$ cat src/rtl/control_sequencer.sv
// Hardwired Moore control unit for the datapath: one micro-step per clock.
// It drives every datapath strobe for fetch and for the supported instructions.
module control_sequencer (
  input  logic        clk,
  input  logic        clr,
  input  logic [31:0] ir,
  output logic        pc_out,
  output logic        zlo_out,
  output logic        mdr_out,
  output logic        ba_out,
  output logic        r_out,
  output logic        c_sign_extended_out,
  output logic        mar_enable,
  output logic        mdr_enable,
  output logic        ir_enable,
  output logic        y_enable,
  output logic        z_enable,
  output logic        pc_enable,
  output logic        r_in,
  output logic        r15_enable,
  output logic        gra,
  output logic        grb,
  output logic        grc,
  output logic        read,
  output logic        ram_write,
  output logic        pc_increment,
  output logic [4:0]  alu_op,
  output logic        run,
  output logic [3:0]  state
);

  // Fetch steps T0..T7 occupy codes 1..8, so the debug code is the step number plus one.
  typedef enum logic [3:0] {
    S_IDLE = 4'd0,
    S_T0   = 4'd1,
    S_T1   = 4'd2,
    S_T2   = 4'd3,
    S_T3   = 4'd4,
    S_T4   = 4'd5,
    S_T5   = 4'd6,
    S_T6   = 4'd7,
    S_T7   = 4'd8,
    S_HALT = 4'd9
  } state_e;

  localparam logic [4:0] OP_LD   = 5'b00000;
  localparam logic [4:0] OP_LDI  = 5'b00001;
  localparam logic [4:0] OP_ST   = 5'b00010;
  localparam logic [4:0] OP_ADD  = 5'b00011;
  localparam logic [4:0] OP_SUB  = 5'b00100;
  localparam logic [4:0] OP_AND  = 5'b00101;
  localparam logic [4:0] OP_OR   = 5'b00110;
  localparam logic [4:0] OP_ADDI = 5'b01100;
  localparam logic [4:0] OP_ANDI = 5'b01101;
  localparam logic [4:0] OP_ORI  = 5'b01110;
  localparam logic [4:0] OP_JR   = 5'b10100;
  localparam logic [4:0] OP_JAL  = 5'b10101;
  localparam logic [4:0] OP_HALT = 5'b11011;

  state_e     state_q, state_d;
  logic [4:0] opcode_q;
  logic [4:0] op_ir;

  logic       op_alu, op_imm, op_mem, op_ldi, op_st, op_jal, op_jr;
  logic       has_exec;
  logic       unused_ir_bits;

  assign op_ir          = ir[31:27];
  assign unused_ir_bits = ^ir[26:0];

  // Instructions that continue past T2; everything else (nop, undefined) refetches.
  always_comb begin
    unique case (op_ir)
      OP_LD, OP_LDI, OP_ST, OP_ADD, OP_SUB, OP_AND, OP_OR,
      OP_ADDI, OP_ANDI, OP_ORI, OP_JR, OP_JAL: has_exec = 1'b1;
      default:                                 has_exec = 1'b0;
    endcase
  end

  assign op_alu = (opcode_q == OP_ADD) || (opcode_q == OP_SUB) ||
                  (opcode_q == OP_AND) || (opcode_q == OP_OR);
  assign op_imm = (opcode_q == OP_ADDI) || (opcode_q == OP_ANDI) || (opcode_q == OP_ORI);
  assign op_st  = (opcode_q == OP_ST);
  assign op_mem = (opcode_q == OP_LD) || op_st;
  assign op_ldi = (opcode_q == OP_LDI);
  assign op_jal = (opcode_q == OP_JAL);
  assign op_jr  = (opcode_q == OP_JR);

  always_comb begin
    state_d = state_q;
    case (state_q)
      S_IDLE: state_d = S_T0;
      S_T0:   state_d = S_T1;
      S_T1:   state_d = S_T2;
      S_T2: begin
        if (op_ir == OP_HALT) state_d = S_HALT;
        else if (has_exec)    state_d = S_T3;
        else                  state_d = S_T0;
      end
      S_T3:   state_d = op_jr  ? S_T0 : S_T4;
      S_T4:   state_d = op_jal ? S_T0 : S_T5;
      S_T5:   state_d = op_mem ? S_T6 : S_T0;
      S_T6:   state_d = S_T7;
      S_T7:   state_d = S_T0;
      S_HALT: state_d = S_HALT;
      default: state_d = S_IDLE;
    endcase
  end

  // NOTE: sequential state uses non-blocking assignments so every register samples pre-edge values.
  always_ff @(posedge clk or negedge clr) begin
    if (!clr) begin
      state_q  <= S_IDLE;
      opcode_q <= '0;
    end else begin
      state_q <= state_d;
      if (state_d == S_T3) opcode_q <= op_ir;
    end
  end

  // NOTE: every output gets a default first so no path through the case infers a latch.
  always_comb begin
    pc_out              = 1'b0;
    zlo_out             = 1'b0;
    mdr_out             = 1'b0;
    ba_out              = 1'b0;
    r_out               = 1'b0;
    c_sign_extended_out = 1'b0;
    mar_enable          = 1'b0;
    mdr_enable          = 1'b0;
    ir_enable           = 1'b0;
    y_enable            = 1'b0;
    z_enable            = 1'b0;
    pc_enable           = 1'b0;
    r_in                = 1'b0;
    r15_enable          = 1'b0;
    gra                 = 1'b0;
    grb                 = 1'b0;
    grc                 = 1'b0;
    read                = 1'b0;
    ram_write           = 1'b0;
    pc_increment        = 1'b0;
    alu_op              = OP_ADD;
    case (state_q)
      S_T0: begin
        pc_out       = 1'b1;
        mar_enable   = 1'b1;
        pc_increment = 1'b1;
        z_enable     = 1'b1;
      end
      S_T1: begin
        zlo_out    = 1'b1;
        pc_enable  = 1'b1;
        read       = 1'b1;
        mdr_enable = 1'b1;
      end
      S_T2: begin
        mdr_out   = 1'b1;
        ir_enable = 1'b1;
      end
      S_T3: begin
        if (op_jal) begin
          pc_out     = 1'b1;
          r15_enable = 1'b1;
        end else if (op_jr) begin
          gra       = 1'b1;
          r_out     = 1'b1;
          pc_enable = 1'b1;
        end else begin
          grb      = 1'b1;
          y_enable = 1'b1;
          if (op_ldi || op_mem) ba_out = 1'b1;
          else                  r_out  = 1'b1;
        end
      end
      S_T4: begin
        if (op_jal) begin
          gra       = 1'b1;
          r_out     = 1'b1;
          pc_enable = 1'b1;
        end else if (op_alu) begin
          grc      = 1'b1;
          r_out    = 1'b1;
          z_enable = 1'b1;
          alu_op   = opcode_q;
        end else begin
          c_sign_extended_out = 1'b1;
          z_enable            = 1'b1;
          if (op_imm) alu_op = opcode_q;
        end
      end
      S_T5: begin
        zlo_out = 1'b1;
        if (op_mem) begin
          mar_enable = 1'b1;
        end else begin
          gra  = 1'b1;
          r_in = 1'b1;
        end
      end
      S_T6: begin
        mdr_enable = 1'b1;
        if (op_st) begin
          gra   = 1'b1;
          r_out = 1'b1;
        end else begin
          read = 1'b1;
        end
      end
      S_T7: begin
        if (op_st) begin
          ram_write = 1'b1;
        end else begin
          mdr_out = 1'b1;
          gra     = 1'b1;
          r_in    = 1'b1;
        end
      end
      default: ;
    endcase
  end

  assign run   = (state_q != S_IDLE) && (state_q != S_HALT);
  assign state = state_q;

endmodule

$ cat config.mk
export PLATFORM = sky130hd
export DESIGN_NAME = control_sequencer
export DESIGN_NICKNAME = d
export VERILOG_FILES = /design/src/rtl/control_sequencer.sv
export SDC_FILE = /design/constraint.sdc
export NUM_CORES = 1
export LEC_CHECK = 0
export CAP_MARGIN = 20
export CELL_PAD_IN_SITES_DETAIL_PLACEMENT = 0
export CELL_PAD_IN_SITES_GLOBAL_PLACEMENT = 2
export CORE_ASPECT_RATIO = 1.5
export CORE_MARGIN = 2
export CORE_UTILIZATION = 17
export CTS_BUF_LIST = sky130_fd_sc_hd__clkbuf_16
export DETAILED_ROUTE_END_ITERATION = 7
export GPL_TIMING_DRIVEN = 0
export PLACE_DENSITY_LB_ADDON = 0.1
export SLEW_MARGIN = 15
export SYNTH_ARGS = -nofsm -noshare
export SYNTH_HDL_FRONTEND = slang
export SYNTH_SLANG_ARGS = --single-unit
$ cat constraint.sdc
create_clock -name clk -period 2.55 [get_ports clk]
set_clock_uncertainty 0.1 [all_clocks]
set_input_delay 0.6375 -clock clk [delete_from_list [all_inputs] [get_ports clk]]
set_output_delay 0.6375 -clock clk [all_outputs]
set_load 0.01 [all_outputs]
==> impl_results.md, run 1 <==
* DRC errors left at 0
* WL/cell at 14.4 um
* Root Buffer: clkbuf_16
* Status: complete, no violations
* Register bit count reported by yosys at 9
* First-pass GRT wire length at about 5.6 mm
* Synth top area share at between 20% and 30%
* Clk slew on worst S/H paths at 0.04 ns
* GPL Wtd Cong at between 0.7 and 0.8
* Hold Fails Final Rpt at 0
* Leakage at 0.692 nW
* Num rows at 32
* Final nets at ~200
* Longest Clk Path Bufs at 2
* Initial antenna violation count at 0
* Cell variety after synth at 45
* First-pass iteration count of the detailed router at 4
* Clk_lat worst skew at approximately 0.23 ns
* Finish-stage setup viols at 0
* Sequential-to-total area share from yosys stat at 24.6%
* DIE AREA at about 6000 sq um
* Period minus WS final at 2.52 ns
* IO buf count at 35
* Worst setup path class: register to output pin
* Die Height at 94.0 um
* PwrDens at 1200 nW/um^2
* Post-DP Area at 1350 sq um
* Largest cells by area after synthesis: dfrtp_1 25%, mux2_2 6.1%, nand2_1 6.1%
* Crit path cell chain: buf_4, or3b_4, a21boi_1, o21a_1, o22ai_1, buf_2
* # IOs at 64
* Worst min path class: register to register
* Final Slew Violations at 0
* RSZ-0062 raised after global routing: yes
* Post-route antenna net violation count at 0
* Sink Count at 9
* Fill count at about 600
* Startpoint Class: register
* Layout cells sized above 1 at between 30% and 40%
* Worst path arrival time at 1.79 ns
* Vias per inst at 4.47
* Hold slack at 0.508 ns
* Post-synth top area cell: dfrtp_1
* Num CTS Buffers at 3
* Vias in the first global route at 1127
* Critical Path Max Stage Delay at 0.38 ns
* Routed Wire Length at around 3.4 mm
* Worst path slowest cell: or3b_4
* H-Tree Depth at 1
* Core ar. at 5160 sq um
* YS warnings at 0
* Fmax at 396 MHz
* Required time of the critical path at 1.81 ns
* DRT iter0 DRCs at 20
* Largest net degree at the start of global routing at 11
* P&R area growth vs syn at 73.9%
* Syn Nets at 155
* N_diodes at 0
* CP Capture Type: output pin
* Post-synthesis average cell area at between 7 and 8 sq um
* Gate Count Post-Synth at 121
* Mapped Area at 917 sq um
* Worst-path fanout max at 3
* Vias at between 1000 and 1500
* Total global-route track usage at between 10% and 20%
* Grt ovf at 0
* Post-DP HPWL at 2.65 mm
* Cts hold-fix bufs at 0
* Design Area, Final at 1600 sq um
* Final period utilization at between 90% and 100%
* TritonCTS clock tree: done
* Worst VDD drop at just under 0.0006 V
* Max cap viols at 0
* Die width at 64.0 um
* Starting Density at between 10% and 20%
per-stage QoR:
step,setup TNS (ns),instances,power (mW),util (%),setup slack [ns]
after global placement,-3.77,224,1.46,26.2,-0.490
after global routing,-0.0525,237,2.07,30.9,-0.0470
after detailed placement,-3.24,224,1.47,26.2,-0.436
after CTS,0,236,1.87,30.4,0.00472
after floorplan,0,121,0.962,-,0.271
final,0,237,1.92,30.9,0.0267
state kept, by name (all words and copies together), names as in the netlist:
| register | cells |
|---|---|
| state | 4 |
| opcode_q | 5 |
routing by layer:
| metal | wire [um] | vias up | track usage [%] |
|---|---|---|---|
| met1 | 1370 | 513 | 13.0 |
| met5 | 0 | - | 0 |
| met3 | 85 | 0 | 1.20 |
| met2 | 1950 | 22 | 23.5 |
| li1 | - | 525 | - |
| met4 | 0 | 0 | 1.99 |
synth_stat cells, drive strengths merged:
library cell and n:
nand2 15, nor2 14, buf 10, dfrtp 9, a21oi 5, mux2 5
nand3 5, inv 4, o21ai 4, a31oi 3, nand2b 3, nor2b 3
nor3b 3, o22ai 3, a32oi 2, and4bb 2, clkbuf 2, nand3b 2
nand4 2, nor4 2, or2 2, or3 2, a2111o 1, a211o 1
a21boi 1, and2 1, and3b 1, conb 1, nand4b 1, nor3 1
nor4bb 1, o211a 1, o211ai 1, o21a 1, o21bai 1, o31a 1
o31ai 1, or3b 1, or4 1, xnor2 1, xor2 1
repair_timing:
item,CTS,global route
setup endpoints to repair,24,8
pin swaps,2,6
buffers inserted,8,2
cloned,0,0
resized for setup,60,18
critical path: cells and delay by family (launching register included):
family          cells  cell delay (ns)
simple gates        1             0.38
buf+inv             2             0.29
compound gates      3             0.50
flops               1             0.37
kinds of logic after synthesis:
family | synth area share (%)
AND/OR/NAND/NOR | 37.4
AO/OA/AOI/OAI | 19.4
buffers and inverters | 10.2
flip-flops | 24.6
multiplexers | 6.14
XOR/XNOR | 1.91
other | 0.409
power breakdown:
part,total [mW],leakage (nW),internal [mW],switching (mW)
logic,1.35,0.546,0.668,0.683
registers,0.294,0.105,0.216,0.0779
clock network,0.270,0.0409,0.206,0.0635
final timing paths:
path                        startpoint  cells past startpoint           to  slack (ns)
min in group asynchronous          clr                      1     state[2]        0.60
setup / recovery              state[2]                      6          gra        0.03
setup reg to reg              state[2]                      6  opcode_q[3]        0.73
hold / removal             opcode_q[3]                      1  opcode_q[3]        0.51
max in group asynchronous          clr                      1  opcode_q[3]        1.44
hold reg to reg            opcode_q[3]                      1  opcode_q[3]        0.51
cell usage in the layout (no fill, tap or decap), drive strengths merged, types with 3 or more instances in the layout:
cell type,count
a21oi,5
a31oi,3
buf,22
clkbuf,8
clkdlybuf4s50,14
dfrtp,9
dlygate4sd2,14
inv,4
mux2,5
nand2,15
nand2b,3
nand3,5
nor2,14
nor2b,3
nor3b,3
o21ai,4
o22ai,3
final cells by class:
cell class | instances | area [sq um] | area share [%]
buffer | 11 | 101 | 6.35
clock buffer | 3 | 75.1 | 4.71
clock inverter | 1 | 5.00 | 0.314
inverter | 4 | 15.0 | 0.941
multi-input combinational | 96 | 706 | 44.2
sequential | 9 | 230 | 14.4
tap | 68 | 85.1 | 5.33
timing repair buffer | 45 | 378 | 23.7
Note: power is estimated with default switching activity, not from simulation.
==> run 2: changes to the inputs <==
--- a/config.mk
+++ b/config.mk
@@ -15,6 +15,7 @@
 export DETAILED_ROUTE_END_ITERATION = 7
 export GPL_TIMING_DRIVEN = 0
 export PLACE_DENSITY_LB_ADDON = 0.1
+export REMOVE_ABC_BUFFERS = 1
 export SLEW_MARGIN = 15
 export SYNTH_ARGS = -nofsm -noshare
 export SYNTH_HDL_FRONTEND = slang
==> impl_results.md, run 2 (synthesis results as in run 1) <==
* Status: complete, no violations (unchanged)
* Switching Power at 0.859 mW (was 0.825 mW)
* Largest register FFs at 5 (unchanged)
* Largest net degree at the start of global routing at 11 (unchanged)
* P&R area growth vs syn at 82.4% (was 73.9%)
* N_diodes at 0 (unchanged)
* First-pass iteration count of the detailed router at 4 (unchanged)
* CP Capture Point: ram_write (was gra)
* Vias at 1121 (was 1060)
* Grt ovf at 0 (unchanged)
* Num rows at 32 (unchanged)
* Most frequent cells in the layout: 31 x buf_4, 13 x nand2_1, 13 x clkdlybuf4s50_1, 12 x nor2_1, 10 x dlygate4sd2_1 (was 15 x buf_4, 14 x clkdlybuf4s50_1, 14 x dlygate4sd2_1, 13 x nand2_1, 12 x nor2_1)
* Root Buffer: clkbuf_16 (unchanged)
* Clk_lat worst skew at 0.23 ns (about the same)
* Longest Clk Path Bufs at 2 (unchanged)
* Worst-path fanout max at 4 (was 3)
* Worst path arrival time at 1.74 ns (was 1.79 ns)
* Post-DP HPWL at 2.29 mm (was 2.65 mm)
* RSZ-0062 raised after global routing: yes (unchanged)
* Routed Wire Length at 3.45 mm (was 3.41 mm)
* Core ar. at 5160 sq um (unchanged)
* Share of power burned in registers at 17.4% (was 15.4%)
* Vias in the first global route at 1163 (was 1127)
* Launching point of the worst reg2reg path: opcode_q[0] (was state[2])
* PwrDens at 1210 nW/um^2 (was 1200 nW/um^2)
* Layout cells sized above 1 at 46.7% (was 36.1%)
* Post-route antenna net violation count at 0 (unchanged)
* Final nets at 215 (was 204)
* DRC errors left at 0 (unchanged)
* Crit path launch: opcode_q[3] (was state[2])
* H-Tree Depth at 1 (unchanged)
* IO buf count at 35 (unchanged)
* Worst VDD drop at 0.000528 V (was 0.000583 V)
* # IOs at 64 (unchanged)
* Setup TNS at 0 ns (unchanged)
* Most common cell after layout, fill and taps aside: buf_4 (unchanged)
* Max cap viols at 0 (unchanged)
* Final worst slack at 0.0691 ns (was 0.0267 ns)
* GPL Wtd Cong at 0.679 (was 0.728)
* Num CTS Buffers at 3 (unchanged)
* Top reg by flops: opcode_q (unchanged)
* Hold Fails Final Rpt at 0 (unchanged)
* Startpoint Class: register (unchanged)
* WL/cell at 13.9 um (was 14.4 um)
* DP Worst Slack at -0.553 ns (was -0.436 ns)
* Clock power frac at 13.6% (was 14.1%)
* Design Area, Final at 1670 sq um (was 1600 sq um)
* Finish-stage setup viols at 0 (unchanged)
* Die width at 64.0 um (unchanged)
* Period minus WS final at 2.48 ns (was 2.52 ns)
* Final Slew Violations at 0 (unchanged)
* Leakage at 0.739 nW (was 0.692 nW)
* DRT iter0 DRCs at 14 (was 20)
* Flop2flop setup slack at 0.71 ns (was 0.73 ns)
* Switching Share at 42.4% (was 43.0%)
* Vias per inst at 4.52 (was 4.47)
* Sink Count at 9 (unchanged)
* Post-DP Area at 1270 sq um (was 1350 sq um)
* Total internal power at 1.17 mW (was 1.09 mW)
* Worst setup path class: register to output pin (unchanged)
* Fmax at 403 MHz (was 396 MHz)
* Worst Reg-to-Reg Cells at 4 (was 6)
* Initial antenna violation count at 0 (unchanged)
* Worst min path class: register to register (unchanged)
* Starting Density at 17.8% (unchanged)
* Combinational share of power at 69.0% (was 70.6%)
* DIE AREA at 6010 sq um (unchanged)
* Required time of the critical path at 1.81 ns (about the same)
* Total global-route track usage at 11.6% (was 11.7%)
* Clk slew on worst S/H paths at 0.04 ns (about the same)
* Die Height at 94.0 um (unchanged)
* CP Capture Type: output pin (unchanged)
* RR Endpoint: state[2] (was opcode_q[3])
* TritonCTS clock tree: done (unchanged)
* Final period utilization at 97.3% (was 99.0%)
* First-pass GRT wire length at 5.54 mm (was 5.58 mm)
==> run 2: cell types whose count changed in the layout (fill, tap and decap cells not counted), sizes merged <==
cell,delta
dlymetal6s2s,+1
clkdlybuf4s15,+2
buf,+13
dlygate4sd2,-4
clkdlybuf4s50,-1
==> run 2: worst min path at each step <==
| stage | cells after the start | endpoint | slack (ns) | from |
|---|---|---|---|---|
| after floorplan | 0 | opcode_q[0] | 0.24 | clr |
| after global routing | 2 | state[1] | 0.53 | state[3] |
| final | 2 | state[1] | 0.52 | state[3] |
| after detailed placement | 1 | opcode_q[3] | 0.63 | opcode_q[3] |
| after CTS | 2 | state[1] | 0.50 | state[3] |
| after global placement | 1 | opcode_q[3] | 0.62 | opcode_q[3] |
==> run 2: layer usage <==
| metal | share of wire (%) | GRT usage [%] | up-vias |
|---|---|---|---|
| met1 | 43 | 13.6 | 537 |
| li1 | - | - | 548 |
| met5 | 0 | 0 | - |
| met2 | 53 | 21.6 | 30 |
| met3 | 2.8 | 1.20 | 6 |
| met4 | 1.5 | 3.99 | 0 |
==> run 2: metrics by stage <==
stage,util (%),power [mW],hold WS (ns),cells
2_1_floorplan,-,0.872,0.242,109
3_3_place_gp,24.7,1.35,0.620,212
3_5_place_dp,24.7,1.36,0.630,212
4_1_cts,31.3,1.96,0.498,244
5_1_grt,32.4,2.18,0.535,248
6_report,32.4,2.02,0.515,248
==> run 2: critical path, cell delays in order, from the launching register on <==
cell and delay (ns):
dfrtp_2 0.44, nor4_4 0.36, nand2_1 0.15, buf_4 0.15
nor4bb_2 0.24, buf_2 0.17
==> run 2: power groups by stage <==
| stage | Combinational, mW | Sequential [mW] | Clock, mW |
|---|---|---|---|
| after floorplan | 0.496 | 0.376 | 0 |
| after detailed placement | 0.897 | 0.459 | 0 |
| final | 1.40 | 0.352 | 0.275 |
| after global placement | 0.898 | 0.453 | 0 |
| after CTS | 1.32 | 0.351 | 0.281 |
| after global routing | 1.52 | 0.365 | 0.295 |
==> run 2: area by class of cell <==
class | count | area, sq um
clock buffer | 3 | 75.1
clock inverter | 1 | 5.00
fill | 575 | 3490
inverter | 4 | 15.0
multi-input combinational | 96 | 711
sequential | 9 | 236
tap | 68 | 85.1
timing repair buffer | 67 | 546
==> run 2: timing repair <==
action / in CTS / in global routing
pin swaps: 6 / 4
hold buffers: 0 / 0
endpoints found under the setup margin: 23 / 12
cloned: 0 / 0
setup buffers: 28 / 4
resized for setup: 59 / 21
